--- src/rtl/fetch_pkg.sv ---
// Shared constants and the in-flight fetch slot type for the fetch unit.
package fetch_pkg;

  localparam int unsigned INSTRUCTION_BYTES = 4;
  localparam int unsigned ROM_LATENCY_MAX   = 4;
  localparam int unsigned PC_WIDTH_MAX      = 32;

  // One stage of the ROM-latency tracking pipeline.
  typedef struct packed {
    logic                    valid;
    logic [PC_WIDTH_MAX-1:0] pc;
  } inflight_slot_t;

endpackage

--- src/rtl/sync_fifo.sv ---
// Synchronous FIFO with flush; head entry is presented directly from storage.
module sync_fifo #(
  parameter int unsigned WIDTH = 8,
  parameter int unsigned DEPTH = 4
) (
  input  logic                       clock,
  input  logic                       reset,
  input  logic                       push,
  input  logic [WIDTH-1:0]           push_data,
  input  logic                       pop,
  input  logic                       clear,
  output logic [WIDTH-1:0]           head_data,
  output logic                       full,
  output logic                       empty,
  output logic [$clog2(DEPTH+1)-1:0] count
);

  localparam int unsigned PTR_W   = $clog2(DEPTH);
  localparam int unsigned COUNT_W = $clog2(DEPTH+1);

  logic [WIDTH-1:0]   mem [DEPTH];
  logic [PTR_W-1:0]   wr_ptr_q;
  logic [PTR_W-1:0]   rd_ptr_q;
  logic [COUNT_W-1:0] count_q;
  logic               do_push;
  logic               do_pop;

  function automatic logic [PTR_W-1:0] ptr_inc(input logic [PTR_W-1:0] p);
    return (p == PTR_W'(DEPTH - 1)) ? '0 : p + PTR_W'(1);
  endfunction

  assign empty     = (count_q == '0);
  assign full      = (count_q == COUNT_W'(DEPTH));
  assign count     = count_q;
  assign head_data = mem[rd_ptr_q];
  assign do_push   = push && !clear;
  assign do_pop    = pop && !empty && !clear;

  // Pointer and occupancy bookkeeping; clear empties the queue in one cycle.
  always_ff @(posedge clock or negedge reset) begin
    if (!reset) begin
      wr_ptr_q <= '0;
      rd_ptr_q <= '0;
      count_q  <= '0;
    end else if (clear) begin
      wr_ptr_q <= '0;
      rd_ptr_q <= '0;
      count_q  <= '0;
    end else begin
      if (do_push) wr_ptr_q <= ptr_inc(wr_ptr_q);
      if (do_pop)  rd_ptr_q <= ptr_inc(rd_ptr_q);
      count_q <= count_q + COUNT_W'(do_push) - COUNT_W'(do_pop);
    end
  end

  // Entry storage; needs no reset because occupancy gates every read.
  always_ff @(posedge clock) begin
    if (do_push) mem[wr_ptr_q] <= push_data;
  end

  a_no_overflow: assert property (@(posedge clock) disable iff (!reset)
    !(do_push && full && !do_pop));

endmodule

--- src/rtl/fetch_queue.sv ---
// Credit-limited sequential instruction fetch with a decode-side queue and redirect squash.
// A popped entry frees its credit one cycle later, so sustained one-per-cycle
// delivery needs DEPTH >= ROM_LATENCY+2; smaller queues still deliver in order.
module fetch_queue
  import fetch_pkg::*;
#(
  parameter int unsigned             ADDRESS_WIDTH = 32,
  parameter int unsigned             DATA_WIDTH    = 32,
  parameter int unsigned             DEPTH         = 4,
  parameter int unsigned             ROM_LATENCY   = 1,
  parameter logic [ADDRESS_WIDTH-1:0] RESET_VECTOR = '0
) (
  input  logic                     clock,
  input  logic                     reset,
  output logic                     rom_chip_enable,
  output logic [ADDRESS_WIDTH-1:0] rom_address,
  input  logic [DATA_WIDTH-1:0]    rom_data,
  input  logic                     redirect_enable,
  input  logic [ADDRESS_WIDTH-1:0] redirect_address,
  output logic                     out_valid,
  input  logic                     out_ready,
  output logic [ADDRESS_WIDTH-1:0] out_program_counter,
  output logic [DATA_WIDTH-1:0]    out_instruction
);

  localparam int unsigned CREDIT_W = $clog2(DEPTH+1);
  localparam int unsigned ENTRY_W  = ADDRESS_WIDTH + DATA_WIDTH;

  if (ROM_LATENCY < 1 || ROM_LATENCY > ROM_LATENCY_MAX) begin : g_bad_latency
    $error("fetch_queue: ROM_LATENCY out of range");
  end
  if (ADDRESS_WIDTH > PC_WIDTH_MAX) begin : g_bad_width
    $error("fetch_queue: ADDRESS_WIDTH exceeds slot pc width");
  end

  logic                     running_q;
  logic [ADDRESS_WIDTH-1:0] fetch_pc_q;
  logic [ADDRESS_WIDTH-1:0] fetch_pc_d;
  inflight_slot_t           slot_q [ROM_LATENCY];
  inflight_slot_t           slot_d [ROM_LATENCY];

  logic [CREDIT_W-1:0]      fifo_count;
  logic [CREDIT_W-1:0]      inflight_cnt;
  logic [CREDIT_W-1:0]      credit;
  logic                     fifo_full;
  logic                     fifo_empty;
  logic [ENTRY_W-1:0]       fifo_head;
  logic [ENTRY_W-1:0]       push_data;
  logic                     issue;
  logic                     push;
  logic                     pop;

  // Credits held by requests still travelling through the ROM.
  always_comb begin
    inflight_cnt = '0;
    for (int i = 0; i < ROM_LATENCY; i++) begin
      inflight_cnt = inflight_cnt + CREDIT_W'(slot_q[i].valid);
    end
  end

  // Credit uses registered state only, so out_ready never reaches rom_chip_enable.
  assign credit          = fifo_count + inflight_cnt;
  assign issue           = running_q && (credit < CREDIT_W'(DEPTH)) && !redirect_enable;
  assign rom_chip_enable = issue;
  assign rom_address     = fetch_pc_q;

  assign push      = slot_q[ROM_LATENCY-1].valid;
  assign push_data = {ADDRESS_WIDTH'(slot_q[ROM_LATENCY-1].pc), rom_data};
  assign pop       = !fifo_empty && out_ready;

  // Next fetch PC and latency pipeline; redirect wipes everything in flight.
  always_comb begin
    fetch_pc_d = fetch_pc_q;
    for (int i = 0; i < ROM_LATENCY; i++) slot_d[i] = '0;
    if (redirect_enable) begin
      fetch_pc_d = redirect_address;
    end else begin
      slot_d[0].valid = issue;
      slot_d[0].pc    = PC_WIDTH_MAX'(fetch_pc_q);
      for (int i = 1; i < ROM_LATENCY; i++) slot_d[i] = slot_q[i-1];
      if (issue) fetch_pc_d = fetch_pc_q + ADDRESS_WIDTH'(INSTRUCTION_BYTES);
    end
  end

  // Fetch state registers; issue starts on the first edge after reset release.
  always_ff @(posedge clock or negedge reset) begin
    if (!reset) begin
      running_q  <= 1'b0;
      fetch_pc_q <= RESET_VECTOR;
      for (int i = 0; i < ROM_LATENCY; i++) slot_q[i] <= '0;
    end else begin
      running_q  <= 1'b1;
      fetch_pc_q <= fetch_pc_d;
      for (int i = 0; i < ROM_LATENCY; i++) slot_q[i] <= slot_d[i];
    end
  end

  sync_fifo #(
    .WIDTH (ENTRY_W),
    .DEPTH (DEPTH)
  ) u_queue (
    .clock     (clock),
    .reset     (reset),
    .push      (push),
    .push_data (push_data),
    .pop       (pop),
    .clear     (redirect_enable),
    .head_data (fifo_head),
    .full      (fifo_full),
    .empty     (fifo_empty),
    .count     (fifo_count)
  );

  assign out_valid = !fifo_empty;
  assign {out_program_counter, out_instruction} = fifo_empty ? '0 : fifo_head;

  a_credit_cap: assert property (@(posedge clock) disable iff (!reset)
    credit <= CREDIT_W'(DEPTH));
  a_full_credit: assert property (@(posedge clock) disable iff (!reset)
    fifo_full |-> (credit == CREDIT_W'(DEPTH)));

endmodule
--- config.mk ---
export PLATFORM = sky130hd
export DESIGN_NAME = fetch_queue
export DESIGN_NICKNAME = d
export VERILOG_FILES = /design/src/rtl/fetch_pkg.sv /design/src/rtl/sync_fifo.sv /design/src/rtl/fetch_queue.sv
export SDC_FILE = /design/constraint.sdc
export NUM_CORES = 1
export LEC_CHECK = 0
export CAP_MARGIN = 0
export CELL_PAD_IN_SITES_DETAIL_PLACEMENT = 1
export CELL_PAD_IN_SITES_GLOBAL_PLACEMENT = 2
export CORE_MARGIN = 3
export CORE_UTILIZATION = 40
export CTS_CLUSTER_SIZE = 24
export DETAILED_ROUTE_END_ITERATION = 10
export MAX_ROUTING_LAYER = met4
export PLACE_DENSITY_LB_ADDON = 0.15
export SLEW_MARGIN = 20
export SYNTH_ARGS = -nofsm -noshare
export SYNTH_HDL_FRONTEND = slang
export SYNTH_SLANG_ARGS = --single-unit
--- constraint.sdc ---
create_clock -name clock -period 3.7 [get_ports clock]
set_input_delay 0.37 -clock clock [delete_from_list [all_inputs] [get_ports clock]]
set_output_delay 0.37 -clock clock [all_outputs]
set_load 0.02 [all_outputs]
# == After elaboration in Yosys (flattened, before gate mapping) ==
# Memories as Yosys holds them, arrays and structs flattened.
# Index checks and enable logic that the tools add are counted.
# Widths: inputs -> output; s select.
# op_classes
reduce_logical,12
eq_ne,2
addsub,6
n_bitwise,0
order_cmp,1
multipliers,0
n_div,0
shift,0
mux,13
# ops
cell,n
$mux 32,2
$mux 64,1
$mux 33,1
$add 32x3->32 const B,1
$mux 2,6
$add 3x1->3,2
$logic_and 1x1->1,6
$reduce_bool 2->1,3
$add 2x1->2 const B,2
$eq 2x2->1 const B,2
$logic_not 3->1,1
$lt 3x3->1 const B,1
$mux 3,1
$sub 3x1->3,1
$logic_not 1->1,2
$mux 1,2
# word_totals
input_bits,68
out_inout_bits,98
latch_bits,0
regBits,73
mem_bits_rw,256
word_cells,42
memories,1
romBits,0
# memory_table
memory,words,word_bits,read_ports,rd_ports_with_merged_regs,wr,line,text
u_queue.mem,4,64,1,0,1,sync_fifo.sv:21,logic [WIDTH-1:0] mem [DEPTH];

# == Depth between registers and ports, before layout ==
# Gate-level depths: netlist of run 1.
# logic_depth
depth_word,7
mapped_depth,11
depth_no_buf,10

# == Modules after synthesis ==
# A second synthesis of run 1 with hierarchy kept.
# hier_totals
hier_cells,722
area_unflattened_um2,13108.8
# modules_own_cells
module,seq_area_each_um2,n_inst,area_per_inst_um2,cells_each
sync_fifo,7862.5,1,9713.1,379
fetch_queue,1651.6,1,3395.8,343

# == Worst setup path after synthesis of run 1 ==
# OpenSTA, ideal clock, no wires.
# synth_timing
kind,input to register
start,in redirect_enable
end,"mem u_queue.mem[0][0] (netlist bit), enable pin"
required_time_ns,3.271
arrival_ns,2.309
slack_ns,0.962
path_buffers,1
stages,3
setup_time_ns,0.429
path_cell_list,clkbuf_1 nor2b_1 and2_1
# synth_via
elab_chain_len,4
# synth_lines
item,line,text
"start, declared",fetch_queue.sv:18,"input logic redirect_enable,"
$logic_not 1->1,sync_fifo.sv:36,assign do_push = push && !clear;
$logic_and 1x1->1,sync_fifo.sv:36,
$mux 1,sync_fifo.sv:58,if (do_push) mem[wr_ptr_q] <= push_data;
$mux 1 (implied by the code),sync_fifo.sv:58,
"end, declared",sync_fifo.sv:21,
# Every way passes these cells.

# == Worst setup path after layout of run 1 ==
# layout_timing
start,reg u_queue.count_q[1] (netlist: u_queue.count[1])
end,out out_program_counter[17]
# layout_via
elab_chain_len,2
# layout_lines
item,line,text
"start, declared",sync_fifo.sv:24,logic [COUNT_W-1:0] count_q;
"start signal, assigned",sync_fifo.sv:52,count_q <= count_q + COUNT_W'(do_push) - COUNT_W'(do_pop);
$logic_not 3->1,sync_fifo.sv:32,assign empty = (count_q == '0);
$mux 64,fetch_queue.sv:115,"assign {out_program_counter, out_instruction} = fifo_empty ? '0 : fifo_head;"
"end, declared",fetch_queue.sv:22,"output logic [ADDRESS_WIDTH-1:0] out_program_counter,"
# Every way passes these cells.

==> results.tsv, run 1 <==
stage	metric	value	unit
grt	first-pass GRT wire length	50350	um
die	die width	187.9	um
clocking	CTS max path bufs	3	
timing	Final Max Slew Viols	0	
timing	TNS Setup	0	ps
timing	Final Skew	14.39	ps
logic_synthesis	cells after synthesis	771	
grt	number of global-route vias before repair	8452	
final_layout	Storage cell area	0.009522	mm2
clocking	Clock Sinks	329	
run_status	status	complete, no violations	
final_layout	multi-input logic area	0.003518	mm2
die	CORE AREA	0.03204	mm2
logic_synthesis	#FFs+latches synth	329	
logic_synthesis	yosys warns	0	
detailed_routing	DRC viols	0	
timing	Tightest Pin Transition	1030	ps
clocking	Root Buffer	clkbuf_16	
timing	hold slack	327.0	ps
clocking	post-CTS sizing	0	
setup_path	data required time at the worst endpoint	3330	ps
run	MaxCap Viol Count	0	
detailed_routing	Iter 0 DRT Violations	446	
setup_path	CP Class	reg2out	
logic_synthesis	library cells used by synthesis	48	
setup_path	startpoint types	flip-flop	
die	Starting Density	41.29	%
setup_path	endpoint class of the critical path	output pin	
power_and_ir_drop	LEAKAGE	5.628	nW
clocking	CTS buffer count	36	
timing	Fmax	308.2	MHz
detailed_routing	drt wl/cell	22.38	um
logic_synthesis	sequential area share after synthesis	71.91	%
grt	total congestion overflow	0	
final_layout	share of layout cells above drive strength 1	15.27	%
clocking	post-CTS setup repair buffer count	0	
detailed_routing	DR pass1 iterations	5	
setup_path	reg2reg end	u_queue.count[2]	
logic_synthesis	number of flops mapped to enable cells by yosys	256	
logic_synthesis	Mean Syn Cell Area	17.16	um2
setup_path	CP Max Fanout	49	
setup_path	Crit path arrival time	2870	ps
logic_synthesis	syn_nets	848	
die	Die H	187.9	um
setup_path	R2R setup slack	930	ps
final_layout	fin nets	1020	
detailed_routing	Post-Route WL	31440	um
timing	crit share post-route	87.70	%
grt	pin count of the biggest net entering global routing	65	
logic_synthesis	most used flip-flop cell after synthesis	edfxtp_1	
detailed_routing	via density per instance	5.340	
clocking	CTS tree	done	
die	Rows	65	
power_and_ir_drop	peak supply drop	262.1	uV
clocking	H-tree depth	2	
placed_design	worst slack at placement	921.4	ps
die	# IOs	166	
placed_design	Placer Congestion	0.7915	
clocking	hold buffers post-CTS	1	
detailed_routing	Routed Antenna Nets	0	
logic_synthesis	ys async rst share	22.19	%
grt	Tot GR Track Use	18.65	%
power_and_ir_drop	power density of the placed cells	642.3	mW/mm2
placed_design	placed cells	1339	
detailed_routing	Via Count	7502	
final_layout	Area Overhead vs Synth	25.91	%
final_layout	# fillers	3056	
timing	Hold Violations, Final	0	
placed_design	IO buf count	165	
timing	unrepaired setup endpoints after global routing	false	
clocking	Clk pin slew, worst setup/hold paths	60	ps
hold_path	Hold Crit Class	in2reg	
setup_path	CP Launch Point	u_queue.count[1]	
timing	post-layout minimum cycle time	3245	ps
setup_path	Reg2Reg Depth	10	
setup_path	Critical R2R Launch	u_queue.count[1]	
setup_path	Setup crit end	out_program_counter[17]	
timing	PnR worst setup slack	455.2	ps
timing	Max-slew headroom	31.34	%
die	Die ar.	0.03529	mm2
logic_synthesis	Cell Area, Synth	0.01323	mm2
grt	initial antenna violation count	1	
clocking	clock latency at the later pin of the worst-skew pair	500	ps
final_layout	Finished Layout Cells	1405	
placed_design	post-DP HPWL	19890	um
timing	# setup viols final	0	
## through the flow
step / utilization, % / power, W / instance area [um2]
after CTS: 51.98 / 0.01086 / 16660
after global routing: 51.99 / 0.01120 / 16660
after global placement: 48.04 / 0.007070 / 15390
after detailed placement: 48.04 / 0.007106 / 15390
final: 51.99 / 0.01070 / 16660
after floorplan: - / 0.005876 / 13230
## registers in the layout (all words and copies together) (netlist names)
register / flops
u_queue.mem: 256
running_q: 1
u_queue.wr_ptr_q: 2
push_data: 32
rom_address: 32
push: 1
u_queue.count: 3
u_queue.rd_ptr_q: 2
## cell usage in the layout (no fill, tap or decap), drive strengths merged, types with 12 or more instances in the layout
| cell type | count |
|---|---|
| clkbuf | 45 |
| dfrtp | 73 |
| nor2 | 24 |
| and2 | 71 |
| nand3 | 29 |
| clkdlybuf4s50 | 163 |
| buf | 12 |
| nand4 | 17 |
| edfxtp | 256 |
| mux4 | 64 |
| nand2 | 27 |
| nor2b | 31 |
| o21ai | 13 |
## worst max-delay path: stages (launching register included)
cell and delay (ps):
dfrtp_1 470, or3_2 690, buf_4 360, and2_1 220, clkdlybuf4s50_1 610
## cell usage after synthesis (5+ instances only)
cell,count,area (um2)
mux4_2,64,1441
and2_1,71,444.2
and4_1,6,52.55
or3_1,5,31.28
clkbuf_1,28,105.1
nand4_1,15,93.84
nand2_1,27,101.4
nor4_1,7,43.79
a221o_1,6,60.06
nand3_1,29,145.1
buf_1,6,22.52
buf_2,8,40.04
edfxtp_1,256,7687
inv_1,11,41.29
a21oi_1,6,30.03
nor2b_1,31,193.9
nor3_1,11,55.05
o21ai_0,12,60.06
o31ai_1,6,45.04
or4_1,5,37.54
ha_1,8,100.1
dfrtp_1,73,1827
a22oi_1,7,52.55
nor2_1,24,90.09
## how the worst min path moves through the flow
stage	depth (start not counted)	to	slack, ps	start
2_1_floorplan	0	push	70	reset
3_3_place_gp	0	u_queue.mem[2][38]	460	push_data[38]
3_5_place_dp	0	u_queue.mem[1][54]	480	push_data[54]
4_1_cts	2	u_queue.wr_ptr_q[0]	310	redirect_enable
5_1_grt	2	u_queue.count[1]	370	redirect_enable
6_report	2	u_queue.wr_ptr_q[0]	330	redirect_enable
## report_power, final
part | switching, W | total [W] | leakage, nW | internal, W
sequential | 0.000232 | 0.00440 | 3.22 | 0.00417
clock | 0.00140 | 0.00373 | 0.610 | 0.00233
combinational | 0.00129 | 0.00257 | 1.80 | 0.00128
## final cells by class
cell class / instances / area share, %
well taps: 435 / 3.267
clock buffers: 45 / 5.979
inverters: 11 / 0.2479
flip-flops and latches: 329 / 57.16
multi-input cells: 389 / 21.12
clock inverters: 19 / 1.532
diodes: 1 / 0.01502
repair buffers: 176 / 10.68
## routing by layer
metal	track usage [%]	wire, um	up-vias	share of wire [%]
met1	25.70	14550	3905	46
met2	29.82	15090	200	48
met5	-	0	-	0
met3	3.328	1394	34	4.4
met4	3.203	407	0	1.3
li1	-	-	3363	-
## cell families after synthesis
family | synth area share [%]
simple gates | 10.40
xor+xnor | 0.4634
other cells | 0.02834
flops | 71.91
compound gates | 3.509
buf+inv | 1.579
mux | 11.20
fa+ha+maj | 0.9079
No activity file was read; power rests on OpenSTA's default activity.
==> run 2, diff against run 1 <==
--- a/config.mk
+++ b/config.mk
@@ -12,9 +12,11 @@
 export CORE_UTILIZATION = 40
 export CTS_CLUSTER_SIZE = 24
 export DETAILED_ROUTE_END_ITERATION = 10
+export GPL_ROUTABILITY_DRIVEN = 0
 export MAX_ROUTING_LAYER = met4
 export PLACE_DENSITY_LB_ADDON = 0.15
 export SLEW_MARGIN = 20
 export SYNTH_ARGS = -nofsm -noshare
 export SYNTH_HDL_FRONTEND = slang
+export SYNTH_HIERARCHICAL = 1
 export SYNTH_SLANG_ARGS = --single-unit
==> run 2 against run 1 <==
Compared with the run above:
- clock-buffer cell count rose by 3
- fmax decreased by 4.9%
- core utilization decreased by 0.74 points
- first-iteration DRC count fell by 18%
- worst hold slack got worse by 100 ps
- final area is 1.9% lower
- final cell count decreased by 3.3%
- global-route usage decreased by 1.9 points
- worst setup slack got worse by 170 ps
- sequential share of layout area is 1.1 points higher
- synthesized cell count fell by 6.5%
- die area shrank 0.94%
- critical endpoint is now out_program_counter[27]
==> results.tsv, run 2 <==
stage	metric	value	unit	change
run_status	status	complete, no violations		unchanged
grt	grt met1 use	22.54	%	was 25.70%
logic_synthesis	cells after synthesis	721		was 771
timing	post-layout minimum cycle time	3412	ps	was 3245 ps
logic_synthesis	Mean Syn Cell Area	18.17	um2	was 17.16 um2
detailed_routing	Via Count	6852		was 7,502
die	die width	187.0	um	was 187.9 um
power_and_ir_drop	LEAKAGE	5.452	nW	was 5.628 nW
logic_synthesis	syn_nets	798		was 848
timing	Tightest Pin Transition	1044	ps	was 1030 ps
detailed_routing	via density per instance	5.046		was 5.340
setup_path	startpoint types	flip-flop		unchanged
die	Die ar.	0.03496	mm2	was 0.03529 mm2
power_and_ir_drop	power density of the placed cells	512.0	mW/mm2	was 642.3 mW/mm2
clocking	CTS tree	done		unchanged
die	# IOs	166		unchanged
grt	total congestion overflow	0		unchanged
timing	# setup viols final	0		unchanged
detailed_routing	Routed Antenna Nets	0		unchanged
detailed_routing	Iter 0 DRT Violations	365		was 446
clocking	Clk pin slew, worst setup/hold paths	60	ps	about the same
timing	PnR worst setup slack	287.9	ps	was 455.2 ps
final_layout	fin nets	973		was 1,020
setup_path	data required time at the worst endpoint	3330	ps	about the same
timing	Final Max Slew Viols	0		unchanged
final_layout	most frequent cells in the layout	edfxtp_1 (256), clkdlybuf4s50_1 (163), nor2b_1 (98)		was edfxtp_1 (256), clkdlybuf4s50_1 (163), dfrtp_1 (71)
timing	Fmax	293.1	MHz	was 308.2 MHz
final_layout	# diodes	0		was 1
setup_path	CP Launch Point	u_queue/rd_ptr_q[0]		was u_queue.count[1]
final_layout	Area Overhead vs Synth	24.70	%	was 25.91%
final_layout	commonest non-fill, non-tap cell in the layout	edfxtp_1		unchanged
timing	Hold Violations, Final	0		unchanged
placed_design	post-DP HPWL	17150	um	was 19,890 um
detailed_routing	DRC viols	0		unchanged
final_layout	Design Area, Final	0.01634	mm2	was 0.01666 mm2
timing	Final Skew	17.05	ps	was 14.39 ps
grt	Most Crowded Layer GR	met2		unchanged
detailed_routing	drt wl/cell	20.63	um	was 22.38 um
setup_path	Critical R2R Launch	u_queue/count[1]		was u_queue.count[1]
logic_synthesis	yosys warns	6		was 0
final_layout	# fillers	3016		was 3,056
grt	Tot GR Track Use	16.77	%	was 18.65%
power_and_ir_drop	total power	0.008365	W	was 0.01070 W
grt	global routing usage on met3	2.755	%	was 3.328%
clocking	H-tree depth	2		unchanged
grt	number of global-route vias before repair	7678		was 8,452
hold_path	worst hold start	redirect_enable		unchanged
die	CORE AREA	0.03188	mm2	was 0.03204 mm2
timing	TNS Setup	0	ps	unchanged
logic_synthesis	Cell Area, Synth	0.01310	mm2	was 0.01323 mm2
detailed_routing	DR pass1 iterations	4		was 5
clocking	Clock Sinks	329		unchanged
setup_path	CP Max Fanout	39		was 49
die	Rows	65		unchanged
setup_path	Crit path arrival time	3040	ps	was 2870 ps
clocking	Root Buffer	clkbuf_16		unchanged
final_layout	share of layout cells above drive strength 1	15.71	%	was 15.27%
clocking	CTS max path bufs	3		unchanged
clocking	clock latency at the later pin of the worst-skew pair	510	ps	was 500 ps
timing	Max-slew headroom	30.40	%	was 31.34%
hold_path	Hold Crit Class	in2reg		unchanged
placed_design	worst slack at placement	706.1	ps	was 921.4 ps
final_layout	max reg flops	256		unchanged
setup_path	endpoint class of the critical path	output pin		unchanged
timing	unrepaired setup endpoints after global routing	false		unchanged
grt	M2 GR Usage	27.31	%	was 29.82%
final_layout	register with the most flip-flops	u_queue/mem		was u_queue.mem
timing	crit share post-route	92.22	%	was 87.70%
grt	pin count of the biggest net entering global routing	90		was 65
die	Die H	187.0	um	was 187.9 um
grt	initial antenna violation count	0		was 1
clocking	CTS buffer count	36		unchanged
timing	hold slack	224.8	ps	was 327.0 ps
grt	first-pass GRT wire length	44880	um	was 50,350 um
setup_path	CP Class	reg2out		unchanged
run	MaxCap Viol Count	0		unchanged
die	Starting Density	41.09	%	was 41.29%
placed_design	IO buf count	165		unchanged
power_and_ir_drop	peak supply drop	258.6	uV	was 262.1 uV
detailed_routing	Post-Route WL	28010	um	was 31,440 um
placed_design	DP Area	0.01517	mm2	was 0.01539 mm2
-- run 2: metal layers --
layer,wire length (um),part of all wire (%)
met2,13760,49
met5,0,0
met4,437,1.6
met3,1156,4.1
met1,12650,45
-- run 2: where the power goes --
group	switching (W)	internal, W
Clock	0.00137	0.00202
Combinational	0.000397	0.000363
Sequential	0.000105	0.00411
Total	0.00188	0.00649
-- run 2: area by class of cell --
| cell class | instances | area [um2] | area share, % |
|---|---|---|---|
| Clock buffer | 48 | 987.2 | 6.043 |
| Clock inverter | 17 | 142.6 | 0.8731 |
| Multi-Input combinational cell | 347 | 3368 | 20.62 |
| Timing Repair Buffer | 173 | 1739 | 10.65 |
| Sequential cell | 329 | 9522 | 58.28 |
| Tap cell | 435 | 544.3 | 3.332 |
| Inverter | 9 | 33.78 | 0.2068 |
-- run 2: path summary, 6_finish.rpt --
check                           slack (ps)  cells past startpoint                       to
worst min register to register         490                      0       u_queue/mem[0][50]
worst max-delay path                   290                      4  out_program_counter[27]
worst max register to register        1330                     11         u_queue/count[2]
min in group asynchronous              290                      2           rom_address[7]
worst min-delay path                   220                      2      u_queue/wr_ptr_q[1]
max in group asynchronous             2800                      3      u_queue/rd_ptr_q[0]
-- run 2: stage by stage --
stage / util (%) / std cells
finish: 51.24 / 1358
global route: 51.24 / 1358
CTS: 51.13 / 1356
detailed placement: 47.58 / 1291
global placement: 47.58 / 1291
floorplan: - / 721
-- run 2: repair_timing --
item,4_1_cts,5_1_grt
buffers inserted,0,0
hold buffers,0,1
setup endpoints to repair,0,0
resized for setup,0,0
endpoints found under the hold margin,0,21
-- run 2: worst max-delay path: stages (launching register included) --
cell and delay (ps):
dfrtp_4 950, buf_4 340, mux4_2 520, nor2b_1 150, clkdlybuf4s50_1 570
==> run 3, diff against run 2 <==
--- a/config.mk
+++ b/config.mk
@@ -9,7 +9,7 @@
 export CELL_PAD_IN_SITES_DETAIL_PLACEMENT = 1
 export CELL_PAD_IN_SITES_GLOBAL_PLACEMENT = 2
 export CORE_MARGIN = 3
-export CORE_UTILIZATION = 40
+export CORE_UTILIZATION = 41
 export CTS_CLUSTER_SIZE = 24
 export DETAILED_ROUTE_END_ITERATION = 10
 export GPL_ROUTABILITY_DRIVEN = 0
==> run 3 against run 2 <==
Compared with the run above:
- total power increased by 3.3%
- die area down 2.4%
- final area grew 0.44%
- critical endpoint is now out_program_counter[23]
==> results.tsv, run 3 (synthesis gave the netlist of run 2 again) <==
stage	metric	value	unit	change
power_and_ir_drop	LEAKAGE	5.519	nW	was 5.452 nW
final_layout	max reg flops	256		unchanged
final_layout	# fillers	2896		was 3,016
timing	post-layout minimum cycle time	3295	ps	was 3412 ps
power_and_ir_drop	total power	0.008638	W	was 0.008365 W
clocking	CTS max path bufs	3		unchanged
setup_path	worst path cell trace	buf_4, mux4_2, nor2b_1, clkdlybuf4s50_1		unchanged
grt	first-pass GRT wire length	45950	um	was 44,880 um
setup_path	startpoint types	flip-flop		unchanged
timing	crit share post-route	89.06	%	was 92.22%
timing	Tightest Pin Transition	1034	ps	was 1044 ps
detailed_routing	drt wl/cell	21.67	um	was 20.63 um
timing	PnR worst setup slack	404.7	ps	was 287.9 ps
detailed_routing	Post-Route WL	28730	um	was 28,010 um
timing	unrepaired setup endpoints after global routing	false		unchanged
timing	Max-slew headroom	31.06	%	was 30.40%
final_layout	# diodes	0		unchanged
final_layout	Storage cell area	0.009522	mm2	unchanged
clocking	Clock Sinks	329		unchanged
clocking	post-CTS setup repair buffer count	0		unchanged
detailed_routing	Iter 0 DRT Violations	349		was 365
setup_path	CP Max Fanout	29		was 39
placed_design	post-DP HPWL	17970	um	was 17,150 um
clocking	H-tree depth	2		unchanged
setup_path	Crit path arrival time	2930	ps	was 3040 ps
run_status	status	complete, no violations		unchanged
timing	Fmax	303.5	MHz	was 293.1 MHz
clocking	CTS tree	done		unchanged
die	die width	184.8	um	was 187.0 um
power_and_ir_drop	power density of the placed cells	526.5	mW/mm2	was 512.0 mW/mm2
hold_path	Hold Crit Class	in2reg		unchanged
timing	Hold Violations, Final	0		unchanged
detailed_routing	DRC viols	0		unchanged
grt	pin count of the biggest net entering global routing	74		was 90
clocking	Clk pin slew, worst setup/hold paths	60	ps	about the same
die	Rows	64		was 65
final_layout	Area Overhead vs Synth	25.24	%	was 24.70%
final_layout	Design Area, Final	0.01641	mm2	was 0.01634 mm2
final_layout	most frequent cells in the layout	edfxtp_1 (256), clkdlybuf4s50_1 (163), nor2b_1 (98)		unchanged
final_layout	fin nets	978		was 973
timing	TNS Setup	0	ps	unchanged
setup_path	CP Class	reg2out		unchanged
grt	number of global-route vias before repair	7936		was 7,678
timing	Final Skew	11.78	ps	was 17.05 ps
placed_design	DP Area	0.01516	mm2	was 0.01517 mm2
die	Die ar.	0.03414	mm2	was 0.03496 mm2
clocking	Root Buffer	clkbuf_16		unchanged
final_layout	Core Util, Final	52.81	%	was 51.24%
die	Die H	184.8	um	was 187.0 um
setup_path	CP peak stage delay	780	ps	was 950 ps
detailed_routing	Via Count	6925		was 6,852
detailed_routing	DR pass1 iterations	4		unchanged
clocking	clock latency at the later pin of the worst-skew pair	510	ps	about the same
grt	Tot GR Track Use	17.89	%	was 16.77%
detailed_routing	Routed Antenna Nets	0		unchanged
timing	Final Max Slew Viols	0		unchanged
die	Starting Density	42.17	%	was 41.09%
final_layout	multi-input logic area	0.003368	mm2	unchanged
final_layout	commonest non-fill, non-tap cell in the layout	edfxtp_1		unchanged
timing	# setup viols final	0		unchanged
placed_design	IO buf count	165		unchanged
setup_path	data required time at the worst endpoint	3330	ps	about the same
clocking	CTS buffer count	37		was 36
grt	total congestion overflow	0		unchanged
die	# IOs	166		unchanged
setup_path	endpoint class of the critical path	output pin		unchanged
placed_design	worst slack at placement	838.1	ps	was 706.1 ps
run	MaxCap Viol Count	0		unchanged
final_layout	share of layout cells above drive strength 1	16.24	%	was 15.71%
setup_path	Crit-path slowest cell	dfrtp_4		unchanged
grt	initial antenna violation count	0		unchanged
die	CORE AREA	0.03107	mm2	was 0.03188 mm2
power_and_ir_drop	peak supply drop	255.2	uV	was 258.6 uV
final_layout	register with the most flip-flops	u_queue/mem		unchanged
detailed_routing	via density per instance	5.222		was 5.046
[run 3: cell count changes in the layout (fill, tap and decap cells not counted), sizes merged]
cell	before	now
buf	9	13
clkbuf	48	52
bufinv	2	4
clkinv	10	9
clkinvlp	3	2
inv	11	10
[run 3: per-layer routing]
metal / GRT usage (%) / wire [um] / share of wire [%] / up-vias
li1: - / - / - / 3113
met1: 24.55 / 12980 / 45 / 3591
met2: 28.47 / 13950 / 49 / 182
met3: 3.158 / 1323 / 4.6 / 39
met4: 3.782 / 473 / 1.6 / 0
met5: - / 0 / 0 / -
[run 3: worst max-delay path: cells and delay by family (launching register included)]
kind,cells,cell delay [ps]
buffers and inverters,2,940
flip-flops,1,780
multiplexers,1,530
AND/OR/NAND/NOR,1,150
[run 3: stage by stage]
| stage | hold slack [ps] | cells |
|---|---|---|
| floorplan | 74.41 | 721 |
| global placement | 461.1 | 1257 |
| detailed placement | 479.7 | 1257 |
| CTS | 62.75 | 1325 |
| global route | 200.9 | 1326 |
| finish | 200.9 | 1326 |
[run 3: timing repair]
item | CTS | global route
hold buffers | 0 | 1
setup endpoints to repair | 0 | 0
hold endpoints to repair | 0 | 63
resized for setup | 0 | 0
[run 3: area by class of cell]
| type | count | share of cell area [%] |
|---|---|---|
| multi-input cells | 347 | 20.53 |
| flip-flops and latches | 329 | 58.03 |
| inverters | 9 | 0.2059 |
| clock buffers | 52 | 6.428 |
| clock inverters | 16 | 1.106 |
| repair buffers | 177 | 10.68 |
| well taps | 396 | 3.020 |
[run 3: power breakdown]
group / switching (W) / leakage (nW) / internal [W]
Combinational: 0.000398 / 1.66 / 0.000363
Sequential: 0.000107 / 3.26 / 0.00411
Clock: 0.00139 / 0.596 / 0.00227
[run 3: worst paths after layout]
path                                     start                      end  slack (ps)  depth (start not counted)
min in group asynchronous                reset           rom_address[3]         450                          2
hold reg to reg                  push_data[52]       u_queue/mem[2][52]         490                          0
max in group asynchronous                reset      u_queue/rd_ptr_q[0]        2680                          2
setup reg to reg              u_queue/count[1]         u_queue/count[2]        1250                         11
hold / removal                 redirect_enable      u_queue/wr_ptr_q[0]         200                          2
setup / recovery           u_queue/rd_ptr_q[0]  out_program_counter[23]         400                          4
==> RTL edit 1, RTL diff (flow settings as in run 1) <==
`DEPTH` is set to 4 in 2 places; all go to 8.
--- a/src/rtl/sync_fifo.sv
+++ b/src/rtl/sync_fifo.sv
@@ -1,7 +1,7 @@
 // Synchronous FIFO with flush; head entry is presented directly from storage.
 module sync_fifo #(
   parameter int unsigned WIDTH = 8,
-  parameter int unsigned DEPTH = 4
+  parameter int unsigned DEPTH = 8
 ) (
   input  logic                       clock,
   input  logic                       reset,
--- a/src/rtl/fetch_queue.sv
+++ b/src/rtl/fetch_queue.sv
@@ -6,7 +6,7 @@
 #(
   parameter int unsigned             ADDRESS_WIDTH = 32,
   parameter int unsigned             DATA_WIDTH    = 32,
-  parameter int unsigned             DEPTH         = 4,
+  parameter int unsigned             DEPTH         = 8,
   parameter int unsigned             ROM_LATENCY   = 1,
   parameter logic [ADDRESS_WIDTH-1:0] RESET_VECTOR = '0
 ) (
Formal check against the unedited RTL: same outputs for any inputs over 4 cycles, from zero or initial values and one cycle with reset low; that may be too few to reach the edited logic, so the function may still have changed.
==> RTL edit 1 against run 1 <==
  * Area after synthesis up 74%
  * Worst hold slack worse by 120 ps
  * Final area up 67%
  * Non-clock buffer count up 30
  * Worst setup slack worse by 280 ps
  * Core utilization down 3.1 points
  * Sequential cell count up 259
  * Total power up 60%
  * Critical path depth up 2
  * Largest power group unchanged
  * Wire length up 69%
  * Synthesized cell count up 53%
==> RTL edit 1: results (changes against run 1) <==
CP arrival=3150 ps (+280 ps); fraction of layout cells with a size suffix above 1=19.4% (+4.1 points); max FFs per register=512 (+100%); dpl cells=2071 (+55%); reg-to-reg startpoint=u_queue.count[2]$_DFF_PN0_; status=finished clean; R2R setup slack=880 ps (-50 ps); Worst R2R Path Depth=12 (+2); largest net degree at the start of global routing=73 (+12%); Antenna Cells=0 (-1); Pint=0.0124 W (+60%); pre-CTS setup slack=618 ps (-303 ps); hold_sp=redirect_enable; GPL Wtd Cong=0.739 (-6.6%); Vias/cell=5.30 (-0.73%); Post-Synth Adder-Cell Area=0.684% (-0.22 points); first-pass detailed-route iteration total=5 (unchanged); drt total wl=53.0 mm (+69%); Max IR drop VDD=0.351 mV (+34%); initial antenna violation count=0 (-1); nets=1460 (+43%); FILL cells=5194 (+70%); number of synthesized flops with an enable pin=512 (+100%); largest cells by area after synthesis=edfxtp_1 67%, mux4_2 13%, dfrtp_1 8.3%; global-route wire length before repair=81.5 mm (+62%); post-synthesis mux area share=15.6% (+4.4 points); GR Util All Layers=18.5% (-0.16 points); Compound-Gate Fraction of Synth Area=1.93% (-1.6 points); top cells by count, synth=512 x edfxtp_1, 128 x mux4_2, 98 x nor2_1; Vias=11.6k (+55%); fraction of synthesized cell area in xor and xnor cells=0.304% (-0.16 points); CTS clk-pin slew, worst paths=60 ps (about the same); MaxCap Viol Count=0 (unchanged); DR iter-0 viols=683 (+53%); vias in the first global route=13.0k (+53%); Yosys cell types=47 (-2.1%); CTS Buf Count=61 (+69%); hold endpoint=u_queue.wr_ptr_q[2]$_DFFE_PN0P_; Post-DP HPWL=30.5 mm (+54%); asr flop ratio synth=12.9% (-9.3 points); register area share after synthesis=75.0% (+3.1 points); Leak=8.90 nW (+58%); worst-skew pair later-pin latency=620 ps (+120 ps); Max Clock Skew=11.6 ps (-2.78 ps); Gate Count Post-Synth=1178 (+53%); slowest stage delay, CP=830 ps (+140 ps); Rel. slew slack=42.8% (+12 points); critical-path maximum fanout=37 (-24%); Yosys warnings=0 (unchanged); CP max-delay cell=dfrtp_4; CTS root buffer=clkbuf_16; syn nets=1258 (+48%); # port buffers=165 (unchanged)
RTL edit 1: timing repair:
| item | 4_1_cts | 5_1_grt |
|---|---|---|
| gates resized for setup | 0 | 1 |
| endpoints found under the hold margin | 60 | 0 |
| buffers inserted | 1 | 0 |
| cloned | 0 | 0 |
| setup endpoints to repair | 10 | 7 |
| hold buffers | 1 | 0 |
| pin swaps | 0 | 0 |
RTL edit 1: per-layer routing:
metal  share of wire (%)  up-vias  global-route usage, %  wire length, um
met4                 1.2        0                   3.75              643
met2                  49      236                   28.8            25800
li1                    -     5146                      -                -
met3                 3.7       51                   2.78             1940
met1                  46     6170                   26.2            24600
met5                   0        -                      -                0
RTL edit 1: final cells by class:
class / count / area (um2) / area share, %
Inverter: 10 / 37.5 / 0.135
Multi-Input combinational cell: 513 / 5500 / 19.8
Timing Repair Buffer: 206 / 2100 / 7.55
Clock buffer: 90 / 1690 / 6.07
Sequential cell: 588 / 17300 / 62.3
Clock inverter: 26 / 190 / 0.685
Tap cell: 756 / 946 / 3.41
RTL edit 1: how the worst max path moves through the flow:
| stage | slack, ps | from | end |
|---|---|---|---|
| after floorplan | -260 | push$_DFF_PN0_ | u_queue.mem[7][0]$_DFFE_PP_ |
| after global placement | 610 | u_queue.rd_ptr_q[0]$_DFFE_PN0P_ | out_instruction[3] |
| after detailed placement | 620 | u_queue.rd_ptr_q[0]$_DFFE_PN0P_ | out_instruction[3] |
| after CTS | 30 | u_queue.count[2]$_DFF_PN0_ | out_program_counter[24] |
| after global routing | 10 | u_queue.rd_ptr_q[1]$_DFFE_PN0P_ | out_program_counter[3] |
| final | 180 | u_queue.rd_ptr_q[1]$_DFFE_PN0P_ | out_program_counter[3] |
RTL edit 1: cell families after synthesis:
logic type                 count (synthesis)
buffers and inverters                     77
and+or+nand+nor                          235
xor gates and xnor gates                   8
other                                      1
AOI/OAI and AO/OA                         59
muxes                                    198
DFF                                      588
adders and majority gates                 12
RTL edit 1: power by group through the flow:
stage,combinational (W),sequential [W],clock [W]
6_report,0.00378,0.00761,0.00572
5_1_grt,0.00409,0.00764,0.00617
3_5_place_dp,0.00382,0.00779,0
2_1_floorplan,0.00226,0.00766,0
3_3_place_gp,0.00379,0.00778,0
4_1_cts,0.00389,0.00762,0.00589
RTL edit 1: through the flow:
step	instance area, um2	hold WS, ps
5_1_grt	27700	239
4_1_cts	27700	185
6_report	27700	210
3_5_place_dp	25800	545
2_1_floorplan	23000	74.4
3_3_place_gp	25800	549
==> RTL edit 2, RTL diff (settings of run 1) <==
Made on the original files. Put a register stage on the output `out_program_counter`, without a reset. The value now appears one clock later. The other outputs are not delayed to match.
--- a/src/rtl/fetch_queue.sv
+++ b/src/rtl/fetch_queue.sv
@@ -25,6 +25,8 @@
 
   localparam int unsigned CREDIT_W = $clog2(DEPTH+1);
   localparam int unsigned ENTRY_W  = ADDRESS_WIDTH + DATA_WIDTH;
+
+  logic [ADDRESS_WIDTH-1:0] out_program_counter_d;
 
   if (ROM_LATENCY < 1 || ROM_LATENCY > ROM_LATENCY_MAX) begin : g_bad_latency
     $error("fetch_queue: ROM_LATENCY out of range");
@@ -112,11 +114,15 @@
   );
 
   assign out_valid = !fifo_empty;
-  assign {out_program_counter, out_instruction} = fifo_empty ? '0 : fifo_head;
+  assign {out_program_counter_d, out_instruction} = fifo_empty ? '0 : fifo_head;
 
   a_credit_cap: assert property (@(posedge clock) disable iff (!reset)
     credit <= CREDIT_W'(DEPTH));
   a_full_credit: assert property (@(posedge clock) disable iff (!reset)
     fifo_full |-> (credit == CREDIT_W'(DEPTH)));
 
+  always_ff @(posedge clock) begin
+    out_program_counter <= out_program_counter_d;
+  end
+
 endmodule
Behaviour: not the same (Yosys sat finds a counterexample within 4 cycles, from zero or initial values and one cycle with reset low).
==> RTL edit 2 against run 1 <==
  * Total power rose by 7.8%
  * Sequential cell count rose by 32
  * Worst setup slack got worse by 56 ps
  * Final area rose by 4.1%
  * Final cell count rose by 3.0%
  * Wire length rose by 0.46%
  * Area after synthesis rose by 4.3%
  * Clock skew fell by 1.7 ps
  * Via count rose by 1.5%
  * First-iteration DRC count rose by 8.5%
  * Sequential share of layout area rose by 1.5 points
  * Largest cell class unchanged
==> RTL edit 2: results (changes against run 1) <==
status=finished clean; area taken by multi-input logic gates=0.00343 mm2 (-2.6%); Yosys cell types=49 (+2.1%); critical path's top delay family=flip-flops; critical path endpoint=out_instruction[21]; slowest stage delay, CP=1030 ps (+340 ps); critical-path maximum fanout=46 (-6.1%); DR iter-0 viols=484 (+8.5%); nets=1045 (+2.5%); top cells by count, synth=256 x edfxtp_1, 73 x dfrtp_1, 68 x and2_1; first-pass detailed-route iteration total=4 (-1); GR Util met2=29.9% (+0.051 points); Leak=5.97 nW (+6.1%); clock network area share=7.69% (+0.18 points); Clock Power Share=34.6% (-0.2 points); GPL Wtd Cong=0.784 (-0.97%); fraction of synthesized cell area in xor and xnor cells=0.254% (-0.21 points); Crit Reg-Reg Endpoint=out_program_counter[26]$_SDFF_PP0_; reg-to-reg startpoint=u_queue.rd_ptr_q[0]$_DFFE_PN0P_; CP arrival=2930 ps (+60 ps); Met3 Routed Length=1.25 mm (-10%); met1 usage=23.7% (-2.0 points); Final WS setup=399 ps (-55.8 ps); CP max-delay cell=dfrtp_4; Worst R2R Path Depth=3 (-7); asr flop ratio synth=20.2% (-2.0 points); Buffers excl. clock=179 (+1.7%); register area share after synthesis=73.6% (+1.7 points); fraction of layout cells with a size suffix above 1=16.1% (+0.86 points); Non-clock inverters=13 (+2); FILL cells=3176 (+3.9%); Syn Area/Cell=17.5 um2 (+1.8%); R2R setup slack=1160 ps (+230 ps); Post-Synth Adder-Cell Area=0.871% (-0.037 points); Tot Pwr=0.0115 W (+7.8%); post-synthesis mux area share=10.7% (-0.53 points); global-route wire length before repair=49.3 mm (-2.1%); Least-Margin Pin Slew=988 ps (-42.1 ps); CLK BUF=46 (+2.2%); vias in the first global route=8332 (-1.4%); sequential power=0.00502 W (+14%); Post-DP HPWL=19.4 mm (-2.5%); FF/Latch Area=0.0102 mm2 (+6.7%); count of multi-input gates=374 (-3.9%); buffer share of cell area=10.4% (-0.29 points); Max IR drop VDD=0.320 mV (+22%); syn nets=867 (+2.2%); Seq cells post-synth=361 (+9.7%); Max Clock Skew=12.7 ps (-1.72 ps); met2 routed WL=16.1 mm (+7.0%); CTS Buf Count=39 (+8.3%); initial antenna violation count=2 (+1); Metal-1 WL=13.5 mm (-7.1%)
-- RTL edit 2: how the worst min path moves through the flow --
stage | start | end | slack, ps
after floorplan | reset | push$_DFF_PN0_ | 70
after global placement | push_data[59]$_DFF_PN0_ | u_queue.mem[3][59]$_DFFE_PP_ | 470
after detailed placement | push_data[53]$_DFF_PN0_ | u_queue.mem[2][53]$_DFFE_PP_ | 470
after CTS | redirect_enable | u_queue.wr_ptr_q[0]$_DFFE_PN0P_ | 220
after global routing | redirect_enable | u_queue.wr_ptr_q[0]$_DFFE_PN0P_ | 240
final | redirect_enable | u_queue.wr_ptr_q[0]$_DFFE_PN0P_ | 220
-- RTL edit 2: metrics by stage --
step	instances	util [%]
3_3_place_gp	1374	47.3
6_report	1447	51.3
5_1_grt	1447	51.3
2_1_floorplan	790	-
4_1_cts	1446	51.3
3_5_place_dp	1374	47.3
